$ cat src/rtl/branch_predictor_pkg.sv
// Shared definitions for the branch predictor: data width, counter encodings and default geometry.
// The optional statistics counters are enabled by defining BP_STATS_EN.
`ifndef DATA_WIDTH
`define DATA_WIDTH 32
`endif

package branch_predictor_pkg;

    typedef enum logic [1:0] {
        BP_CTR_SNT = 2'b00,
        BP_CTR_WNT = 2'b01,
        BP_CTR_WT  = 2'b10,
        BP_CTR_ST  = 2'b11
    } bp_ctr_e;

    localparam int BP_DATA_W         = `DATA_WIDTH;
    localparam int BP_DEF_INDEX_BITS = 4;
    localparam int BP_DEF_TAG_BITS   = 8;

endpackage

$ cat src/rtl/branch_predictor_if.sv
// Fetch-lookup and resolve-update bundle between the front end, execute and the predictor.
// Statistics outputs exist only when BP_STATS_EN is defined.
`ifndef DATA_WIDTH
`define DATA_WIDTH 32
`endif

interface branch_predictor_if;
    logic [`DATA_WIDTH-1:0] i_pc;
    logic                   o_pred_taken;
    logic [`DATA_WIDTH-1:0] o_pred_target;
    logic                   i_upd_valid;
    logic [`DATA_WIDTH-1:0] i_upd_pc;
    logic                   i_upd_taken;
    logic                   i_upd_is_jump;
    logic [`DATA_WIDTH-1:0] i_upd_target;
    logic                   i_upd_pred_taken;
    logic [`DATA_WIDTH-1:0] i_upd_pred_target;
    logic                   o_mispredict;
`ifdef BP_STATS_EN
    logic [31:0]            o_stat_updates;
    logic [31:0]            o_stat_mispredicts;

    modport master (
        output i_pc, i_upd_valid, i_upd_pc, i_upd_taken, i_upd_is_jump,
               i_upd_target, i_upd_pred_taken, i_upd_pred_target,
        input  o_pred_taken, o_pred_target, o_mispredict,
               o_stat_updates, o_stat_mispredicts
    );

    modport slave (
        input  i_pc, i_upd_valid, i_upd_pc, i_upd_taken, i_upd_is_jump,
               i_upd_target, i_upd_pred_taken, i_upd_pred_target,
        output o_pred_taken, o_pred_target, o_mispredict,
               o_stat_updates, o_stat_mispredicts
    );
`else
    modport master (
        output i_pc, i_upd_valid, i_upd_pc, i_upd_taken, i_upd_is_jump,
               i_upd_target, i_upd_pred_taken, i_upd_pred_target,
        input  o_pred_taken, o_pred_target, o_mispredict
    );

    modport slave (
        input  i_pc, i_upd_valid, i_upd_pc, i_upd_taken, i_upd_is_jump,
               i_upd_target, i_upd_pred_taken, i_upd_pred_target,
        output o_pred_taken, o_pred_target, o_mispredict
    );
`endif
endinterface

$ cat src/rtl/branch_predictor_sat_counter.sv
// Next-state function of a 2-bit saturating direction counter; force_strong pins it to strongly taken.
import branch_predictor_pkg::*;

module bp_sat_counter (
    input  logic [1:0] i_ctr,
    input  logic       i_taken,
    input  logic       i_force_strong,
    output logic [1:0] o_ctr
);

    // Saturating increment/decrement with an override for unconditional jumps
    always_comb begin
        o_ctr = i_ctr;
        if (i_force_strong) begin
            o_ctr = BP_CTR_ST;
        end else if (i_taken) begin
            if (i_ctr != BP_CTR_ST) begin
                o_ctr = i_ctr + 2'b01;
            end else begin
                o_ctr = i_ctr;
            end
        end else begin
            if (i_ctr != BP_CTR_SNT) begin
                o_ctr = i_ctr - 2'b01;
            end else begin
                o_ctr = i_ctr;
            end
        end
    end

endmodule

$ cat src/rtl/branch_predictor.sv
// Direct-mapped BTB with 2-bit counters: zero-latency lookup, trained by resolved branches.
// Define BP_STATS_EN to add saturating update/mispredict counters.
`ifndef DATA_WIDTH
`define DATA_WIDTH 32
`endif

import branch_predictor_pkg::*;

module branch_predictor #(
    parameter int         INDEX_BITS = BP_DEF_INDEX_BITS,
    parameter int         TAG_BITS   = BP_DEF_TAG_BITS,
    parameter logic [1:0] CTR_INIT   = BP_CTR_WNT
) (
    input  logic               i_clk,
    input  logic               i_rst,
    branch_predictor_if.slave  bp
);

    localparam int DW      = `DATA_WIDTH;
    localparam int ENTRIES = 1 << INDEX_BITS;
    localparam int TAG_LO  = INDEX_BITS + 2;
    localparam int TAG_HI  = INDEX_BITS + TAG_BITS + 1;

    logic                  r_valid  [ENTRIES];
    logic [1:0]            r_ctr    [ENTRIES];
    logic [TAG_BITS-1:0]   r_tag    [ENTRIES];
    logic [DW-1:0]         r_target [ENTRIES];

    logic [INDEX_BITS-1:0] w_lk_idx;
    logic [TAG_BITS-1:0]   w_lk_tag;
    logic                  w_lk_hit;
    logic                  w_lk_taken;
    logic [INDEX_BITS-1:0] w_up_idx;
    logic [TAG_BITS-1:0]   w_up_tag;
    logic                  w_up_hit;
    logic                  w_alloc;
    logic                  w_train;
    logic [1:0]            w_ctr_next;
    logic                  w_mispredict;
    logic                  w_unused_pc_bits;

    assign w_lk_idx = bp.i_pc[INDEX_BITS+1:2];
    assign w_lk_tag = bp.i_pc[TAG_HI:TAG_LO];
    assign w_up_idx = bp.i_upd_pc[INDEX_BITS+1:2];
    assign w_up_tag = bp.i_upd_pc[TAG_HI:TAG_LO];

    // Byte offset and bits above the tag never take part in the match
    assign w_unused_pc_bits = ^{bp.i_pc[1:0], bp.i_pc[DW-1:TAG_HI+1],
                                bp.i_upd_pc[1:0], bp.i_upd_pc[DW-1:TAG_HI+1]};

    assign w_lk_hit   = r_valid[w_lk_idx] && (r_tag[w_lk_idx] == w_lk_tag);
    assign w_lk_taken = w_lk_hit && r_ctr[w_lk_idx][1];

    assign bp.o_pred_taken  = w_lk_taken;
    assign bp.o_pred_target = w_lk_taken ? r_target[w_lk_idx] : {DW{1'b0}};

    assign w_up_hit = r_valid[w_up_idx] && (r_tag[w_up_idx] == w_up_tag);
    assign w_train  = bp.i_upd_valid && w_up_hit;
    assign w_alloc  = bp.i_upd_valid && !w_up_hit && bp.i_upd_taken;

    bp_sat_counter u_sat_counter (
        .i_ctr          (r_ctr[w_up_idx]),
        .i_taken        (bp.i_upd_taken),
        .i_force_strong (bp.i_upd_is_jump),
        .o_ctr          (w_ctr_next)
    );

    assign w_mispredict = bp.i_upd_valid &&
                          ((bp.i_upd_taken != bp.i_upd_pred_taken) ||
                           (bp.i_upd_taken && bp.i_upd_pred_taken &&
                            (bp.i_upd_target != bp.i_upd_pred_target)));
    assign bp.o_mispredict = w_mispredict;

    // Valid bits and counters: cleared on reset, trained or allocated on a resolved branch
    always_ff @(posedge i_clk or posedge i_rst) begin
        if (i_rst) begin
            for (int i = 0; i < ENTRIES; i++) begin
                r_valid[i] <= 1'b0;
                r_ctr[i]   <= CTR_INIT;
            end
        end else if (w_alloc) begin
            r_valid[w_up_idx] <= 1'b1;
            r_ctr[w_up_idx]   <= bp.i_upd_is_jump ? BP_CTR_ST : BP_CTR_WT;
        end else if (w_train) begin
            r_ctr[w_up_idx] <= w_ctr_next;
        end
    end

    // Tags and targets carry no reset: a cleared valid bit hides whatever they hold
    always_ff @(posedge i_clk) begin
        if (w_alloc) begin
            r_tag[w_up_idx]    <= w_up_tag;
            r_target[w_up_idx] <= bp.i_upd_target;
        end else if (w_train && bp.i_upd_taken) begin
            r_target[w_up_idx] <= bp.i_upd_target;
        end
    end

`ifdef BP_STATS_EN
    logic [31:0] r_stat_updates;
    logic [31:0] r_stat_mispredicts;

    // Saturating event counters for resolved branches and mispredictions
    always_ff @(posedge i_clk or posedge i_rst) begin
        if (i_rst) begin
            r_stat_updates     <= 32'd0;
            r_stat_mispredicts <= 32'd0;
        end else begin
            if (bp.i_upd_valid && (r_stat_updates != 32'hFFFF_FFFF)) begin
                r_stat_updates <= r_stat_updates + 32'd1;
            end
            if (w_mispredict && (r_stat_mispredicts != 32'hFFFF_FFFF)) begin
                r_stat_mispredicts <= r_stat_mispredicts + 32'd1;
            end
        end
    end

    assign bp.o_stat_updates     = r_stat_updates;
    assign bp.o_stat_mispredicts = r_stat_mispredicts;
`endif

endmodule

$ cat src/flat_wrapper.sv
// flat-port wrapper written by rule: the top's interface ports become plain ports
module branch_predictor_flat 
#(
    parameter int         INDEX_BITS = BP_DEF_INDEX_BITS,
    parameter int         TAG_BITS   = BP_DEF_TAG_BITS,
    parameter logic [1:0] CTR_INIT   = BP_CTR_WNT
)
  (i_clk, i_rst, bp_i_pc, bp_i_upd_valid, bp_i_upd_pc, bp_i_upd_taken, bp_i_upd_is_jump, bp_i_upd_target, bp_i_upd_pred_taken, bp_i_upd_pred_target, bp_o_pred_taken, bp_o_pred_target, bp_o_mispredict);
  branch_predictor_if bp_i ();
  input  logic i_clk;
  input  logic i_rst;
  input wire logic [$bits(bp_i.i_pc)-1:0] bp_i_pc;
  input wire logic [$bits(bp_i.i_upd_valid)-1:0] bp_i_upd_valid;
  input wire logic [$bits(bp_i.i_upd_pc)-1:0] bp_i_upd_pc;
  input wire logic [$bits(bp_i.i_upd_taken)-1:0] bp_i_upd_taken;
  input wire logic [$bits(bp_i.i_upd_is_jump)-1:0] bp_i_upd_is_jump;
  input wire logic [$bits(bp_i.i_upd_target)-1:0] bp_i_upd_target;
  input wire logic [$bits(bp_i.i_upd_pred_taken)-1:0] bp_i_upd_pred_taken;
  input wire logic [$bits(bp_i.i_upd_pred_target)-1:0] bp_i_upd_pred_target;
  output wire logic [$bits(bp_i.o_pred_taken)-1:0] bp_o_pred_taken;
  output wire logic [$bits(bp_i.o_pred_target)-1:0] bp_o_pred_target;
  output wire logic [$bits(bp_i.o_mispredict)-1:0] bp_o_mispredict;
  assign bp_i.i_pc = bp_i_pc;
  assign bp_i.i_upd_valid = bp_i_upd_valid;
  assign bp_i.i_upd_pc = bp_i_upd_pc;
  assign bp_i.i_upd_taken = bp_i_upd_taken;
  assign bp_i.i_upd_is_jump = bp_i_upd_is_jump;
  assign bp_i.i_upd_target = bp_i_upd_target;
  assign bp_i.i_upd_pred_taken = bp_i_upd_pred_taken;
  assign bp_i.i_upd_pred_target = bp_i_upd_pred_target;
  assign bp_o_pred_taken = bp_i.o_pred_taken;
  assign bp_o_pred_target = bp_i.o_pred_target;
  assign bp_o_mispredict = bp_i.o_mispredict;
  branch_predictor #(.INDEX_BITS(INDEX_BITS), .TAG_BITS(TAG_BITS), .CTR_INIT(CTR_INIT)) u_core (.i_clk(i_clk), .i_rst(i_rst), .bp(bp_i));
endmodule
$ cat config.mk
export PLATFORM = sky130hd
export DESIGN_NAME = branch_predictor_flat
export DESIGN_NICKNAME = d
export VERILOG_FILES = /design/src/rtl/branch_predictor_pkg.sv /design/src/rtl/branch_predictor_if.sv /design/src/rtl/branch_predictor_sat_counter.sv /design/src/rtl/branch_predictor.sv /design/src/flat_wrapper.sv
export SDC_FILE = /design/constraint.sdc
export NUM_CORES = 1
export LEC_CHECK = 0
export CAP_MARGIN = 20
export CORE_MARGIN = 3
export CORE_UTILIZATION = 30
export DETAILED_ROUTE_END_ITERATION = 12
export HOLD_SLACK_MARGIN = 0.08
export PLACE_DENSITY_LB_ADDON = 0.2
export SLEW_MARGIN = 20
export SYNTH_ARGS = -nofsm -noshare
export SYNTH_HDL_FRONTEND = slang
export SYNTH_SLANG_ARGS = --single-unit
$ cat constraint.sdc
create_clock -name i_clk -period 5.5 [get_ports i_clk]
set_clock_uncertainty 0.1 [all_clocks]
set_input_delay 1.375 -clock i_clk [delete_from_list [all_inputs] [get_ports i_clk]]
set_output_delay 1.375 -clock i_clk [all_outputs]
set_load 0.05 [all_outputs]
# ---- Word-level counts from Yosys, hierarchy flattened
# Memories as Yosys holds them, arrays and structs flattened.
# Index checks and enable logic that the tools add are counted.
dict set report classes {
  n_addsub 2
  multipliers 0
  n_div 0
  order_cmp 3
  eq_ne 5
  n_shift 0
  n_mux 32
  n_bitwise 4
  reduce_logical 15
}
# operator count
set op_table {}
lappend op_table {{two-way mux 32 bit} 4}
lappend op_table {{bitwise mux 32 bit} 2}
lappend op_table {{!= test 32 bit} 1}
lappend op_table {{two-way mux 2 bit} 9}
lappend op_table {{binary-select mux 2 bit (select 4 bit)} 2}
lappend op_table {{equality test 8 bit} 2}
lappend op_table {{bitwise OR 16 bit} 1}
lappend op_table {{logical AND 1 bit} 11}
lappend op_table {{two-way mux 1 bit} 11}
lappend op_table {{greater-or-equal comparator 5 bit (second input constant)} 2}
lappend op_table {{inverter 4 -> 5 bit} 2}
lappend op_table {{binary-select mux 1 bit (select 4 bit)} 2}
lappend op_table {{demux 2 bit (select 4 bit)} 1}
lappend op_table {{< comparator 5 x 1 -> 1 bit (second input constant)} 1}
lappend op_table {{demux 1 bit (select 4 bit)} 1}
lappend op_table {{nonzero test 2 bit} 2}
lappend op_table {{adder 2 x 1 -> 2 bit (second input constant)} 1}
lappend op_table {{!= test 2 bit (second input constant)} 1}
lappend op_table {{subtractor 2 x 1 -> 2 bit (second input constant)} 1}
lappend op_table {{zero test 1 bit} 1}
lappend op_table {{logical OR 1 bit} 1}
lappend op_table {{!= test 1 bit} 1}
lappend op_table {{bitwise OR 1 bit} 1}
dict set report word_totals {
  ff_bits 48
  latchBits 0
  ram_bits 640
  rom_bits 0
  in_bits 134
  out_inout_bits 34
  wordCells 95
  mem_count 2
}
# name depth word_bits read_ports rd_ports_with_merged_regs write_ports line
set mem_list {}
lappend mem_list {u_core.r_target 16 32 1 0 1 branch_predictor.sv:27} ;# logic [DW-1:0] r_target [ENTRIES];
lappend mem_list {u_core.r_tag 16 8 2 0 1 branch_predictor.sv:26} ;# logic [TAG_BITS-1:0] r_tag [ENTRIES];

# ---- Depth between registers and ports, before layout
# Gate-level depths: netlist of run 1.
dict set report depth {
  word_depth 11
  depth_mapped 12
  ltp_nobuf 8
}

# ---- By module
# A second synthesis of run 1 with hierarchy kept.
dict set report hier_totals {
  hier_cells 1345
  area_unflattened_um2 28617.4
}
# module instances cells_each area_per_inst_um2 seq_area_each_um2
set by_module_without_submodules {}
lappend by_module_without_submodules {branch_predictor 1 1338 28581.2 20439.6}
lappend by_module_without_submodules {bp_sat_counter 1 7 36.3 0.0}

# ---- Least setup slack after synthesis of run 1
# No wires, ideal clock.
dict set report synth_path {
  kind {input to output}
  start {in bp_i_pc[2]}
  end {out bp_o_pred_target[18]}
  arrival_time_ps 4143
  required_ps 4025
  setup_slack_ps -118
  stages 9
  n_path_buf 3
  cell_sequence {buf_2 buf_4 mux4_2 mux4_2 xnor2_1 nand4_1 nor4_2 clkbuf_1 and3_1}
}
dict set report synth_between {
  elab_chain_cells 7
  elab_cells_between_ends 13
}
# element line
set synth_rtl {}
lappend synth_rtl {{start: declaration} flat_wrapper.sv:12} ;# input wire logic [$bits(bp_i.i_pc)-1:0] bp_i_pc;
lappend synth_rtl {{branches (longest 6 deep; another with memory read (16 x 8 bit))} --}
lappend synth_rtl {{two-way mux 32 bit *} branch_predictor.sv:55} ;# assign bp.o_pred_target = w_lk_taken ? r_target[w_lk_idx] : {DW{1'b0}};
lappend synth_rtl {{end: declaration} flat_wrapper.sv:21} ;# output wire logic [$bits(bp_i.o_pred_target)-1:0] bp_o_pred_target;
# Every way passes the cells marked *. The select of a mux whose other input is x is not followed.

# ---- Final worst setup path of run 1
dict set report layout_path {
  start {in bp_i_pc[2]}
  end {out bp_o_pred_target[17]}
}
# Same word-level chain as after synthesis.

==> results of run 1 <==
power breakdown:
part / switching, W / total, W / internal (W)
registers: 0.0000726 / 0.00595 / 0.00588
clock network: 0.00204 / 0.00490 / 0.00286
logic: 0.000511 / 0.00100 / 0.000490
total: 0.00262 / 0.0118 / 0.00922
state kept, by name, indices dropped and copies added, names as in the netlist:
register	cells
u_core.r_valid	16
u_core.r_tag	128
u_core.r_ctr	32
u_core.r_target	512
area by class of cell:
class	count	area share, %
clock inverter	41	1.25
multi-input combinational	600	22.9
timing repair buffer	278	8.82
tap	1254	4.37
inverter	20	0.223
sequential	688	57.0
clock buffer	94	5.43
repair_timing:
action	CTS	global route
endpoints found under the hold margin	0	0
buffers inserted	6	0
gates resized for setup	23	15
pin swaps	4	5
gates cloned	3	2
endpoints found under the setup margin	33	33
synthesized netlist by cell type, types with 2 or more instances:
cell type	n	area, sq um
sky130_fd_sc_hd__a21oi_1	4	20.0
sky130_fd_sc_hd__nor3_2	2	20.0
sky130_fd_sc_hd__xnor2_1	41	359
sky130_fd_sc_hd__clkbuf_1	46	173
sky130_fd_sc_hd__a22oi_1	8	60.1
sky130_fd_sc_hd__a221oi_1	16	140
sky130_fd_sc_hd__a211oi_1	3	22.5
sky130_fd_sc_hd__or2_2	16	100
sky130_fd_sc_hd__nand2b_1	2	12.5
sky130_fd_sc_hd__nor3_1	31	155
sky130_fd_sc_hd__inv_1	19	71.3
sky130_fd_sc_hd__edfxtp_1	640	19200
sky130_fd_sc_hd__o21ai_1	10	50.1
sky130_fd_sc_hd__and3_1	33	206
sky130_fd_sc_hd__o21ai_0	9	45.0
sky130_fd_sc_hd__mux2i_1	30	300
sky130_fd_sc_hd__o21a_1	2	15.0
sky130_fd_sc_hd__buf_6	6	67.6
sky130_fd_sc_hd__mux2_2	14	158
sky130_fd_sc_hd__nand2_1	21	78.8
sky130_fd_sc_hd__buf_1	15	56.3
sky130_fd_sc_hd__buf_2	14	70.1
sky130_fd_sc_hd__mux2_1	6	67.6
sky130_fd_sc_hd__nand3_1	12	60.1
sky130_fd_sc_hd__clkbuf_2	2	10.0
sky130_fd_sc_hd__dfrtp_1	32	801
sky130_fd_sc_hd__xor2_1	8	70.1
sky130_fd_sc_hd__o22ai_1	3	18.8
sky130_fd_sc_hd__nor2_1	28	105
sky130_fd_sc_hd__dfstp_2	16	420
sky130_fd_sc_hd__nand4_1	10	62.6
sky130_fd_sc_hd__nor4_2	2	25.0
sky130_fd_sc_hd__buf_4	4	30.0
sky130_fd_sc_hd__mux4_2	236	5320
sky130_fd_sc_hd__nor2b_1	7	43.8
sky130_fd_sc_hd__o211ai_1	9	67.6
sky130_fd_sc_hd__or2_1	2	12.5
sky130_fd_sc_hd__nor4_1	18	113
sky130_fd_sc_hd__a22o_1	2	17.5
per-stage QoR:
step / util [%] / cell area [sq um]
after global placement: 35.2 / 33100
after CTS: 38.0 / 35800
after detailed placement: 35.2 / 33100
final: 38.1 / 35900
after global routing: 38.1 / 35900
after floorplan: - / 28800
layout by cell type, fill, tap and decap left out, types with 9 or more instances in the layout:
cell / n
sky130_fd_sc_hd__xnor2_1: 36
sky130_fd_sc_hd__clkinv_1: 20
sky130_fd_sc_hd__mux2_2: 14
sky130_fd_sc_hd__buf_12: 57
sky130_fd_sc_hd__nor2_1: 12
sky130_fd_sc_hd__buf_4: 119
sky130_fd_sc_hd__nand3_1: 12
sky130_fd_sc_hd__o21ai_0: 9
sky130_fd_sc_hd__nor3_2: 17
sky130_fd_sc_hd__inv_1: 17
sky130_fd_sc_hd__or2_2: 16
sky130_fd_sc_hd__o211ai_1: 9
sky130_fd_sc_hd__dfstp_2: 16
sky130_fd_sc_hd__nor4_1: 18
sky130_fd_sc_hd__nand4_1: 10
sky130_fd_sc_hd__edfxtp_1: 640
sky130_fd_sc_hd__clkinv_2: 10
sky130_fd_sc_hd__nor2_4: 16
sky130_fd_sc_hd__clkbuf_16: 76
sky130_fd_sc_hd__and3_2: 15
sky130_fd_sc_hd__clkbuf_1: 18
sky130_fd_sc_hd__mux2i_1: 30
sky130_fd_sc_hd__clkdlybuf4s50_1: 86
sky130_fd_sc_hd__nor3_1: 15
sky130_fd_sc_hd__nand2_1: 20
sky130_fd_sc_hd__and3_4: 17
sky130_fd_sc_hd__mux4_2: 236
sky130_fd_sc_hd__a221oi_1: 16
sky130_fd_sc_hd__o21ai_1: 10
sky130_fd_sc_hd__dfrtp_1: 32
worst register-to-register path: stages, from the launching register on:
cell and delay (ns):
sky130_fd_sc_hd__edfxtp_1 0.41, sky130_fd_sc_hd__mux4_2 0.48, sky130_fd_sc_hd__mux4_2 0.47, sky130_fd_sc_hd__xnor2_1 0.18, sky130_fd_sc_hd__nand3_1 0.23, sky130_fd_sc_hd__nor3_4 0.37
sky130_fd_sc_hd__buf_4 0.29, sky130_fd_sc_hd__o211ai_1 0.19, sky130_fd_sc_hd__mux2_1 0.36
kinds of logic (layout without fill, tap and decap cells):
group,count (synthesis),after routing
flip-flops,688,688
multiplexers,286,286
AND/OR/NAND/NOR,193,193
buffers and inverters,107,433
AO/OA/AOI/OAI,71,71
XOR/XNOR,49,49
adder cells (fa/ha/maj),1,1
routing by layer:
metal | global-route usage [%] | up-vias | wire [um]
li1 | - | 6415 | -
met1 | 22.3 | 8130 | 35100
met2 | 25.6 | 437 | 37900
met3 | 2.64 | 95 | 4150
met4 | 3.81 | 4 | 1360
met5 | 0 | - | 23
worst min-delay path by stage:
stage	cells after the start	from	end
after floorplan	1	u_core.r_valid[0]	u_core.r_valid[0]
after global placement	2	u_core.r_ctr[22]	u_core.r_ctr[22]
after detailed placement	2	u_core.r_ctr[20]	u_core.r_ctr[20]
after CTS	2	u_core.r_ctr[20]	u_core.r_ctr[20]
after global routing	2	u_core.r_ctr[16]	u_core.r_ctr[16]
final	2	u_core.r_ctr[0]	u_core.r_ctr[0]
==> flow_results.xml, run 1 <==
<?xml version="1.0" encoding="UTF-8"?>
<metrics>
  <group name="status">
    <metric name="status" unit="">finished, violations left</metric>
    <metric name="violations" unit="">setup timing</metric>
  </group>
  <group name="worst_hold_path">
    <metric name="hold_path.class" unit="">reg2reg</metric>
  </group>
  <group name="timing">
    <metric name="hold_viol_final" unit="">0</metric>
    <metric name="timing.setup.tns" unit="ns">-2.69</metric>
    <metric name="timing.final.crit_share" unit="%">102</metric>
    <metric name="slew_viol_final" unit="">0</metric>
    <metric name="final_period_minus_worst_setup_slack" unit="ns">5.61</metric>
    <metric name="timing_worst_slew_pin_value" unit="ns">0.843</metric>
    <metric name="rsz_0062_raised_after_global_routing" unit="">true</metric>
    <metric name="hold-worst-slack" unit="ns">0.384</metric>
    <metric name="setup_slack" unit="ns">-0.111</metric>
    <metric name="finalSetupViolations" unit="">31</metric>
    <metric name="relSlewSlack" unit="%">43.8</metric>
    <metric name="fmax" unit="MHz">178</metric>
  </group>
  <group name="die">
    <metric name="die_w" unit="um">316</metric>
    <metric name="die_height" unit="um">316</metric>
    <metric name="fp.dieArea" unit="sq mm">0.0997</metric>
    <metric name="fp-row-count" unit="">112</metric>
    <metric name="floorplan.core_area" unit="sq mm">0.0942</metric>
    <metric name="io-pin-count" unit="">168</metric>
    <metric name="floorplan.initialDensity" unit="%">30.6</metric>
  </group>
  <group name="synthesis">
    <metric name="synth_cell_types" unit="">55</metric>
    <metric name="post_synth_fa_ha_maj_area_fraction" unit="%">0.0435</metric>
    <metric name="synth-xor-area-share" unit="%">1.49</metric>
    <metric name="syn-cell-area" unit="sq mm">0.0288</metric>
    <metric name="syn_inst" unit="">1395</metric>
    <metric name="ys_seq_area_share" unit="%">71.0</metric>
    <metric name="ys_flop_type" unit="">sky130_fd_sc_hd__edfxtp_1</metric>
    <metric name="synthesis.nets" unit="">1530</metric>
    <metric name="synth_simple_gate_area_share" unit="%">3.75</metric>
    <metric name="avgSynthCellArea" unit="sq um">20.6</metric>
    <metric name="synth_mux_area_share" unit="%">20.3</metric>
    <metric name="synth_top_family_by_area" unit="">multiplexers</metric>
    <metric name="asyncSetResetFlopFracSynth" unit="%">6.98</metric>
    <metric name="number_of_enable_type_register_cells_in_the_synthesized_netlist" unit="">640</metric>
    <metric name="yosysWarnings" unit="">0</metric>
    <metric name="synth_seq_cells" unit="">688</metric>
    <metric name="synth-compound-area-share" unit="%">1.76</metric>
  </group>
  <group name="grt">
    <metric name="gr-total-overflow" unit="">0</metric>
    <metric name="vias_in_the_first_global_route" unit="">16000</metric>
    <metric name="initial_antenna_violation_count" unit="">5</metric>
    <metric name="grt_start_max_net_pins" unit="">88</metric>
    <metric name="grt_pass1_wl" unit="um">113000</metric>
    <metric name="overall_fraction_of_global_route_tracks_in_use" unit="%">15.8</metric>
  </group>
  <group name="setup_path">
    <metric name="crit_cells" unit="">13</metric>
    <metric name="crit_path_frequent_cell" unit="">sky130_fd_sc_hd__buf_12</metric>
    <metric name="timing.critical_path.max_delay_family" unit="">buffers and inverters</metric>
    <metric name="worstSetupPathType" unit="">in2out</metric>
    <metric name="worstPathCellList" unit="">buf_16 &gt; mux4_2 &gt; mux4_2 &gt; xnor2_2 &gt; buf_4 &gt; nand4_1 &gt; buf_4 &gt; nor4_4 &gt; buf_6 &gt; buf_12 &gt; buf_12 &gt; and3_2 &gt; buf_12</metric>
    <metric name="worst_setup_path_end_kind" unit="">output pin</metric>
    <metric name="worstSetupEndpoint" unit="">bp_o_pred_target[17]</metric>
    <metric name="worstRegToRegCells" unit="">8</metric>
    <metric name="critical_path.reg2reg.startpoint" unit="">u_core.r_tag[12][2]</metric>
    <metric name="crit_required" unit="ns">4.03</metric>
    <metric name="critical-path-max-stage-delay" unit="ns">0.52</metric>
    <metric name="regToRegEndpoint" unit="">u_core.r_ctr[1]</metric>
    <metric name="critical_path.slowest_cell" unit="">sky130_fd_sc_hd__mux4_2</metric>
    <metric name="crit_path_max_fanout" unit="">7</metric>
    <metric name="timing.critical_path.from_type" unit="">input pin</metric>
    <metric name="critPathLaunch" unit="">bp_i_pc[2]</metric>
    <metric name="regToRegSetupSlack" unit="ns">2.30</metric>
    <metric name="timing.critical_path.arrival" unit="ns">4.14</metric>
    <metric name="crit_buf_inv" unit="">7</metric>
  </group>
  <group name="final_layout">
    <metric name="regArea" unit="sq mm">0.0204</metric>
    <metric name="layout-area-overhead-vs-synth" unit="%">24.6</metric>
    <metric name="drive_gt1_share" unit="%">37.9</metric>
    <metric name="final.fill_count" unit="">8537</metric>
    <metric name="layout.nets" unit="">1796</metric>
    <metric name="antenna-diode-count" unit="">0</metric>
    <metric name="multi_input_comb_area" unit="sq mm">0.00823</metric>
    <metric name="instances_no_fill" unit="">2975</metric>
  </group>
  <group name="clock_network">
    <metric name="tritoncts.num_buffers" unit="">73</metric>
    <metric name="cts_hold_repair.buffers" unit="">0</metric>
    <metric name="tritoncts_num_sinks" unit="">688</metric>
    <metric name="cts_buffer_depth" unit="">3</metric>
    <metric name="clock_pin_slew_on_the_worst_setup_and_hold_paths" unit="ns">0.06</metric>
    <metric name="clock_insertion_delay_worst_skew" unit="ns">0.61</metric>
    <metric name="htree_num_levels" unit="">3</metric>
    <metric name="ctsRootBufferMaster" unit="">sky130_fd_sc_hd__clkbuf_16</metric>
    <metric name="tritoncts" unit="">done</metric>
  </group>
  <group name="placed_design">
    <metric name="hpwlAfterDp" unit="um">47600</metric>
    <metric name="io_buffer_count" unit="">127</metric>
    <metric name="dpl.cell_count" unit="">2831</metric>
    <metric name="preCtsSetupSlack" unit="ns">-0.532</metric>
    <metric name="globalplace.congestion" unit="">0.741</metric>
  </group>
  <group name="route">
    <metric name="drt_first_iter_violations" unit="">1273</metric>
    <metric name="via_per_inst" unit="">5.07</metric>
    <metric name="first_pass_iters" unit="">5</metric>
    <metric name="drt-total-wl" unit="um">78500</metric>
    <metric name="route.vias.total" unit="">15100</metric>
    <metric name="drtAntennaViolNets" unit="">0</metric>
    <metric name="drc_errors" unit="">0</metric>
    <metric name="wl_per_cell" unit="um">26.4</metric>
  </group>
  <group name="pwr">
    <metric name="vdd_ir_drop_max" unit="mV">0.179</metric>
    <metric name="power.static_leakage" unit="nW">11.6</metric>
    <metric name="pwr_per_cell_area" unit="mW/mm^2">330</metric>
    <metric name="fin_total_pwr" unit="W">0.0118</metric>
  </group>
  <group name="job">
    <metric name="maxCapViolations" unit="">0</metric>
  </group>
</metrics>
Note: power is estimated with default switching activity, not from simulation.
==> run 2: changes to the inputs <==
--- a/config.mk
+++ b/config.mk
@@ -5,7 +5,7 @@
 export SDC_FILE = /design/constraint.sdc
 export NUM_CORES = 1
 export LEC_CHECK = 0
-export CAP_MARGIN = 20
+export CAP_MARGIN = 10
 export CORE_MARGIN = 3
 export CORE_UTILIZATION = 30
 export DETAILED_ROUTE_END_ITERATION = 12
==> constraint.sdc (replaced) <==
create_clock -name i_clk -period 6.2 [get_ports i_clk]
set_clock_uncertainty 0.1 [all_clocks]
set_input_delay 1.55 -clock i_clk [delete_from_list [all_inputs] [get_ports i_clk]]
set_output_delay 1.55 -clock i_clk [all_outputs]
set_load 0.05 [all_outputs]
==> run 2 against run 1 <==
Against the previous run: the run now ends clean; final cell count decreased by 1.9%; register-to-register slack gained 0.23 ns; setup slack gained 0.22 ns; sequential power decreased by 11%; via count is 2.0% lower; core utilization shrank 0.91 points; sequential cell count did not move; global-route usage fell by 0.33 points; routed wire length is 2.2% lower; first-iteration DRC count grew 1.8%; cell area down 2.4%; power shrank 11%; critical endpoint unchanged.
==> flow_results.xml, run 2 (synthesis results as in run 1) <==
<?xml version="1.0" encoding="UTF-8"?>
<metrics>
  <group name="setup_path">
    <metric name="crit_path_frequent_cell" unit="">sky130_fd_sc_hd__buf_12</metric>
    <metric name="worstPathCellList" unit="">buf_12 &gt; mux4_2 &gt; mux4_2 &gt; xnor2_1 &gt; nand4_1 &gt; nor4_4 &gt; buf_12 &gt; and3_1 &gt; buf_12</metric>
    <metric name="critical-path-max-stage-delay" unit="ns">0.55</metric>
    <metric name="crit_required" unit="ns">4.55</metric>
    <metric name="critPathLaunch" unit="">bp_i_pc[2]</metric>
    <metric name="critical_path.reg2reg.startpoint" unit="">u_core.r_tag[15][5]</metric>
    <metric name="crit_path_max_fanout" unit="">33</metric>
    <metric name="worstSetupPathType" unit="">in2out</metric>
    <metric name="timing.critical_path.arrival" unit="ns">4.44</metric>
    <metric name="worst_setup_path_end_kind" unit="">output pin</metric>
    <metric name="critical_path.slowest_cell" unit="">sky130_fd_sc_hd__mux4_2</metric>
    <metric name="timing.critical_path.from_type" unit="">input pin</metric>
  </group>
  <group name="route">
    <metric name="route.vias.total" unit="">14800</metric>
    <metric name="drt-total-wl" unit="um">76800</metric>
    <metric name="wl_per_cell" unit="um">26.3</metric>
    <metric name="via_per_inst" unit="">5.06</metric>
    <metric name="drtAntennaViolNets" unit="">0</metric>
    <metric name="drc_errors" unit="">0</metric>
    <metric name="first_pass_iters" unit="">6</metric>
    <metric name="drt_first_iter_violations" unit="">1296</metric>
  </group>
  <group name="timing">
    <metric name="hold_viol_final" unit="">0</metric>
    <metric name="relSlewSlack" unit="%">24.0</metric>
    <metric name="slew_viol_final" unit="">0</metric>
    <metric name="timing.setup.tns" unit="ns">0</metric>
    <metric name="setup_slack" unit="ns">0.107</metric>
    <metric name="finalSetupViolations" unit="">0</metric>
    <metric name="final_period_minus_worst_setup_slack" unit="ns">6.09</metric>
    <metric name="fmax" unit="MHz">164</metric>
    <metric name="timing_worst_slew_pin_value" unit="ns">1.13</metric>
    <metric name="rsz_0062_raised_after_global_routing" unit="">false</metric>
    <metric name="timing.final.crit_share" unit="%">98.3</metric>
  </group>
  <group name="pwr">
    <metric name="vdd_ir_drop_max" unit="mV">0.206</metric>
    <metric name="netSwitchingFraction" unit="%">22.7</metric>
    <metric name="sequentialPowerShare" unit="%">50.2</metric>
    <metric name="pwr-share-clk" unit="%">41.8</metric>
    <metric name="total_switching_power" unit="W">0.00239</metric>
    <metric name="comb_power_share" unit="%">8.0</metric>
    <metric name="intPower" unit="W">0.00814</metric>
    <metric name="fin_total_pwr" unit="W">0.0105</metric>
    <metric name="power.static_leakage" unit="nW">11.2</metric>
    <metric name="pwr_per_cell_area" unit="mW/mm^2">301</metric>
  </group>
  <group name="final_layout">
    <metric name="final.fill_count" unit="">8666</metric>
    <metric name="multi_input_comb_area" unit="sq mm">0.00813</metric>
    <metric name="max_flop_register" unit="">u_core.r_target</metric>
    <metric name="drive_gt1_share" unit="%">33.5</metric>
    <metric name="antenna-diode-count" unit="">0</metric>
    <metric name="final_common_cell" unit="">sky130_fd_sc_hd__edfxtp_1</metric>
    <metric name="most_frequent_cells_in_the_layout" unit="">sky130_fd_sc_hd__edfxtp_1 (640), sky130_fd_sc_hd__mux4_2 (236), sky130_fd_sc_hd__clkdlybuf4s50_1 (86), sky130_fd_sc_hd__buf_4 (84), sky130_fd_sc_hd__clkbuf_16 (78)</metric>
    <metric name="layout.nets" unit="">1738</metric>
    <metric name="layout_top_registers" unit="">u_core.r_target: 512 flops, u_core.r_tag: 128 flops, u_core.r_ctr: 32 flops</metric>
    <metric name="layout-area-overhead-vs-synth" unit="%">21.7</metric>
    <metric name="largest_reg_flops" unit="">512</metric>
    <metric name="regArea" unit="sq mm">0.0204</metric>
  </group>
  <group name="die">
    <metric name="fp-row-count" unit="">112</metric>
    <metric name="fp.dieArea" unit="sq mm">0.0997</metric>
    <metric name="floorplan.core_area" unit="sq mm">0.0942</metric>
    <metric name="die_w" unit="um">316</metric>
    <metric name="die_height" unit="um">316</metric>
    <metric name="io-pin-count" unit="">168</metric>
    <metric name="floorplan.initialDensity" unit="%">30.6</metric>
  </group>
  <group name="placed_design">
    <metric name="preCtsSetupSlack" unit="ns">0.0123</metric>
    <metric name="io_buffer_count" unit="">127</metric>
    <metric name="globalplace.congestion" unit="">0.766</metric>
    <metric name="hpwlAfterDp" unit="um">43800</metric>
  </group>
  <group name="worst_hold_path">
    <metric name="hold_path.class" unit="">reg2reg</metric>
    <metric name="hp-start" unit="">u_core.r_ctr[12]</metric>
  </group>
  <group name="clock_network">
    <metric name="post_cts_resized" unit="">1</metric>
    <metric name="ctsRootBufferMaster" unit="">sky130_fd_sc_hd__clkbuf_16</metric>
    <metric name="tritoncts" unit="">done</metric>
    <metric name="htree_num_levels" unit="">3</metric>
    <metric name="cts_hold_repair.buffers" unit="">0</metric>
    <metric name="cts_setup_buffers" unit="">0</metric>
    <metric name="tritoncts.num_buffers" unit="">77</metric>
    <metric name="tritoncts_num_sinks" unit="">688</metric>
    <metric name="cts_buffer_depth" unit="">3</metric>
    <metric name="clock_pin_slew_on_the_worst_setup_and_hold_paths" unit="ns">0.06</metric>
    <metric name="clock_insertion_delay_worst_skew" unit="ns">0.62</metric>
  </group>
  <group name="grt">
    <metric name="gr-total-overflow" unit="">0</metric>
    <metric name="initial_antenna_violation_count" unit="">1</metric>
    <metric name="overall_fraction_of_global_route_tracks_in_use" unit="%">15.5</metric>
    <metric name="grt_start_max_net_pins" unit="">79</metric>
    <metric name="vias_in_the_first_global_route" unit="">15700</metric>
    <metric name="grt_pass1_wl" unit="um">111000</metric>
  </group>
  <group name="job">
    <metric name="maxCapViolations" unit="">0</metric>
  </group>
  <group name="status">
    <metric name="status" unit="">finished clean</metric>
  </group>
</metrics>
run 2: final cells by class:
type                    instances  share of cell area, %
repair buffers                216                   6.69
flip-flops and latches        688                   58.4
well taps                    1254                   4.48
inverters                      20                  0.218
multi-input cells             600                   23.2
clock inverters                45                   1.23
clock buffers                  96                   5.79
run 2: through the flow:
stage	cells	instance area (sq um)	util, %	hold WS, ns
CTS	2919	35000	37.2	0.386
floorplan	1395	28800	-	0.357
global placement	2778	32500	34.5	0.375
finish	2919	35000	37.2	0.385
detailed placement	2778	32600	34.6	0.376
global route	2919	35000	37.2	0.400
run 2: critical path: cells and delay by family:
family	cells	cell delay (ns)
buffers and inverters	3	0.62
and+or+nand+nor	3	0.91
muxes	2	1.04
xor gates and xnor gates	1	0.22
run 2: path summary, 6_finish.rpt:
kind / end / slack [ns] / depth (start not counted)
setup / recovery: bp_o_pred_target[17] / 0.11 / 9
hold / removal: u_core.r_ctr[12] / 0.39 / 2
setup reg to reg: u_core.r_tag[2][6] / 2.53 / 9
hold reg to reg: u_core.r_ctr[12] / 0.39 / 2
max in group asynchronous: u_core.r_valid[3] / 4.15 / 2
min in group asynchronous: u_core.r_ctr[9] / 1.33 / 2
run 2: layer usage:
layer | global-route usage [%] | vias up | wire length, um
met5 | 0 | - | 0
met4 | 4.13 | 0 | 1570
met3 | 2.63 | 95 | 4420
met2 | 25.4 | 443 | 37600
met1 | 21.3 | 7952 | 33100
li1 | - | 6293 | -
run 2: power groups by stage:
stage	combinational [W]	sequential (W)	clock (W)
6_report	0.000844	0.00528	0.00440
5_1_grt	0.000910	0.00529	0.00473
4_1_cts	0.000864	0.00528	0.00452
3_5_place_dp	0.000861	0.00538	0
3_3_place_gp	0.000850	0.00537	0
2_1_floorplan	0.000503	0.00535	0
